==> src/rtl/delay_timer.sv <==
// delay_timer: NCH independent one-shot/periodic delay timers with a registered
// terminal-count pulse, sticky overrun flag and per-channel loadable period.
module delay_timer #(
   parameter int CBITS      = 14,
   parameter int NCH        = 4,
   parameter int DEF_PERIOD = 12500
)(
   input  logic               clk,
   input  logic               rst,
   input  logic [NCH-1:0]     start,
   input  logic [NCH-1:0]     stop,
   input  logic [NCH-1:0]     mode,
   input  logic [NCH-1:0]     load,
   input  logic [NCH*CBITS-1:0] period_in,
   input  logic [NCH-1:0]     err_clr,
   output logic [NCH-1:0]     sig,
   output logic [NCH-1:0]     busy,
   output logic [NCH-1:0]     err,
   output logic [NCH-1:0]     flg
);
   localparam logic [0:0] IDLE = 1'b0;
   localparam logic [0:0] RUN  = 1'b1;

   for (genvar i = 0; i < NCH; i++) begin : g_ch
      logic [CBITS-1:0] cnt;
      logic [CBITS-1:0] period_reg;
      logic [0:0]       state;
      logic             sig_r;
      logic             err_r;
      logic             term;
      logic             over;
      assign term    = state == RUN && cnt >= period_reg;
      assign over    = state == RUN && cnt > period_reg;
      assign sig[i]  = sig_r;
      assign err[i]  = err_r;
      assign busy[i] = state == RUN;
      assign flg[i]  = cnt <= period_reg;
      // stop beats start, start beats a terminal event; err is tracked independently
      always_ff @(posedge clk or posedge rst)
         if (rst) begin
            cnt        <= '0;
            period_reg <= CBITS'(DEF_PERIOD);
            state      <= IDLE;
            sig_r      <= 1'b0;
            err_r      <= 1'b0;
         end else begin
            if (load[i]) period_reg <= period_in[i*CBITS +: CBITS];
            err_r <= over | (err_r & ~err_clr[i]);
            sig_r <= ~stop[i] & ~start[i] & term;
            if (stop[i]) begin
               state <= IDLE;
               cnt   <= '0;
            end else if (start[i]) begin
               state <= RUN;
               cnt   <= '0;
            end else if (term) begin
               state <= mode[i] ? RUN : IDLE;
               cnt   <= '0;
            end else if (state == RUN) begin
               cnt <= cnt + 1'b1;
            end
         end
   end
endmodule

==> config.mk <==
export PLATFORM = sky130hd
export DESIGN_NAME = delay_timer
export DESIGN_NICKNAME = d
export VERILOG_FILES = /design/src/rtl/delay_timer.sv
export SDC_FILE = /design/constraint.sdc
export NUM_CORES = 1
export LEC_CHECK = 0
export ABC_AREA = 1
export CAP_MARGIN = 20
export CORE_MARGIN = 1.5
export CORE_UTILIZATION = 40
export DETAILED_ROUTE_END_ITERATION = 8
export SYNTH_ARGS = -nofsm -noshare
export SYNTH_HDL_FRONTEND = slang
export SYNTH_SLANG_ARGS = --single-unit
==> constraint.sdc <==
create_clock -name clk -period 3.9 [get_ports clk]
set_input_delay 0.585 -clock clk [delete_from_list [all_inputs] [get_ports clk]]
set_output_delay 0.585 -clock clk [all_outputs]
set_load 0.005 [all_outputs]
==> results.cfg <==
[placement]
dp_hpwl_um = 10800
port_buffers = 93
gp_congestion = 0.786
pre_cts_slack_ps = 1290
numPlacedInstances = 1184

[clock_tree]
cts_buffer_depth = 2
post_cts.repair.setup_buffers = 0
clockRootBuffer = clkbuf_16
cts_resized = 0
clkTransAtPathRegs_ps = 50
cts_tree = yes
cts_made_buffers = 17
insertion_delay_ps = 410
clock_sinks = 124
cts_max_level = 4
ctsHoldBuffers = 0

[pwr]
peakVddDrop_mv = 0.293
seqPwrFrac_pct = 43.3
switching_power_mw = 0.822
power.density_mw_per_mm2 = 369
internal_power_mw = 2.47
leakagePower_nw = 4.25
clockPowerShare_pct = 43.8
swShare_pct = 25.0
comb_power_share_pct = 12.9

[floorplanning]
die_w_um = 138
core-area_mm2 = 0.0179
ios = 94
die_area_mm2 = 0.0190
start_util_pct = 40.6
rows = 49
die_y_um = 138

[critical_path]
critPathSlowestCell = dfstp_2
arrival_ps = 2450
path_buf_inv = 3
worstSetupPathType = flip-flop to primary output
regToRegSetupSlack_ps = 1750
rr_startpoint = g_ch[3].period_reg[13]
worstPathRequired_ps = 3310
crit_path_frequent_cell = nand2_1
critPathLaunchType = flip-flop
reg2reg_depth = 11
slowest_delay_ps = 510
r2r_end = g_ch[3].cnt[7]
critPathCaptureType = primary output
crit_path_max_fanout = 3
path_cells = inv_1, ha_1, nand2_1, nor2_1, nand2_1, nor3b_2, inv_1, nand2_1, clkdlybuf4s50_1
cp_top_family = simple AND/OR/NAND/NOR gates

[hold_path]
hp-class = flip-flop to flip-flop
worst_hold_path.endpoint = g_ch[2].period_reg[13]
hold_path.startpoint = g_ch[2].period_reg[13]
whs_path_depth = 2

[timing]
period_needed_ps = 3040
slew_headroom_pct = 42.7
final-max-slew-violation-count = 0
hold_ws_ps = 486
fin_skew_ps = 6.80
setup_ws_ps = 861
fin_crit_sh_pct = 77.9
finalSetupViolCount = 0
worst_slew_pin_slew_ps = 857
max_freq_mhz = 329
grt_setup_unrepaired = no
fin_setup_tns_ps = 0
hold_viol = 0

[cells_and_area]
diodes = 0
final_nets = 1112
area_growth_pct = 22.5
layout_common_cells = nand2_1, inv_1, dfrtp_1
drive_gt1_share_pct = 10.4
layout_commonest_cell = nand2_1
final_cells = 1216

[global_route]
grt_pass1_wl_um = 24800
grtUsageTotal_pct = 16.7
antenna_found_initial = 0
grt_pass1_vias = 5408
grt_overflow_total = 0
grt_max_degree = 56

[synth]
synth_flop_cell = dfrtp_1
synthCells = 887
syn_area_mm2 = 0.00727
async_reset_ff_share_pct = 100
yosysSeqAreaShare_pct = 43.1
yosys.area.top_type = dfrtp_1
synth_nets = 1025
ys_warn_count = 0
synth_edf_count = 0
synth_seq_cells = 124
synth_top_cell_area_share_pct = 34.4
synth.top_cells.by_area = dfrtp_1, nand2_1, ha_1
yosysUniqueCellTypes = 31
postSynthAreaPerCell_um2 = 8.19

[routing]
postRouteAntennaNets = 0
dr.pass1.iters = 4
routedWlPerCell_um = 11.9
viasPerCell = 4.63
drt_wl_total_um = 14500
drtIter0Drc = 306
vias = 5632
drc_errors = 0

[run]
maxCapViolCount = 0

[status]
status = complete, no violations
## tightest hold or removal path, delay by kind of cell (launching register included)
family | cells | cell delay [ps]
buf+inv | 1 | 50
flops | 1 | 360
compound gates | 1 | 70
## power by group through the flow
stage / sequential (mW) / combinational, mW / clock (mW)
floorplan: 1.44 / 0.276 / 0
global placement: 1.45 / 0.424 / 0
detailed placement: 1.45 / 0.434 / 0
CTS: 1.43 / 0.435 / 1.48
global route: 1.43 / 0.505 / 1.52
finish: 1.42 / 0.424 / 1.44
## per-layer routing
metal,routed length (um),up-vias,global-route usage [%]
li1,-,2964,-
met1,7200,2572,22.4
met2,6720,81,26.9
met3,417,15,3.13
met4,176,0,5.90
met5,0,-,0
## worst max path at each step
stage | startpoint | end | slack, ps | cells after the start
floorplan | rst | g_ch[0].cnt[0] | 60 | 1
global placement | g_ch[1].period_reg[4] | flg[1] | 1300 | 9
detailed placement | g_ch[1].period_reg[4] | flg[1] | 1290 | 9
CTS | g_ch[2].period_reg[4] | flg[2] | 810 | 9
global route | g_ch[1].period_reg[4] | flg[1] | 650 | 9
finish | g_ch[2].period_reg[4] | flg[2] | 860 | 9
## cell families after synthesis
| family | count (synthesis) | synth area share (%) |
|---|---|---|
| buffers and inverters | 169 | 9.38 |
| flip-flops | 124 | 43.1 |
| AO/OA/AOI/OAI | 118 | 8.42 |
| multiplexers | 4 | 0.620 |
| AND/OR/NAND/NOR | 373 | 23.4 |
| adder cells (fa/ha/maj) | 60 | 10.3 |
| XOR/XNOR | 39 | 4.70 |
## cell usage after synthesis, types with 12 or more instances
cell type  count
nand2_1      242
inv_1        138
dfrtp_1      100
o21ai_0       73
ha_1          60
nor2_1        46
xor2_1        27
dfstp_2       24
a21oi_1       20
nand3_1       20
o21ai_1       16
clkbuf_1      14
nor2_2        13
nor3_1        13
buf_4         12
xnor2_1       12
## final cells by class
type	instances	area, um2
Clock buffer	30	524
Clock inverter	2	10.0
Fill cell	1746	9000
Inverter	141	532
Multi-Input combinational cell	594	3450
Sequential cell	124	3130
Tap cell	229	287
Timing Repair Buffer	96	966
## per-stage QoR
stage | util [%] | area, um2 | total power, mW
floorplan | - | 7270 | 1.71
global placement | 46.8 | 8370 | 1.87
detailed placement | 46.8 | 8370 | 1.88
CTS | 49.7 | 8900 | 3.34
global route | 49.7 | 8900 | 3.46
finish | 49.7 | 8900 | 3.29
(Power assumes the default switching activity.)
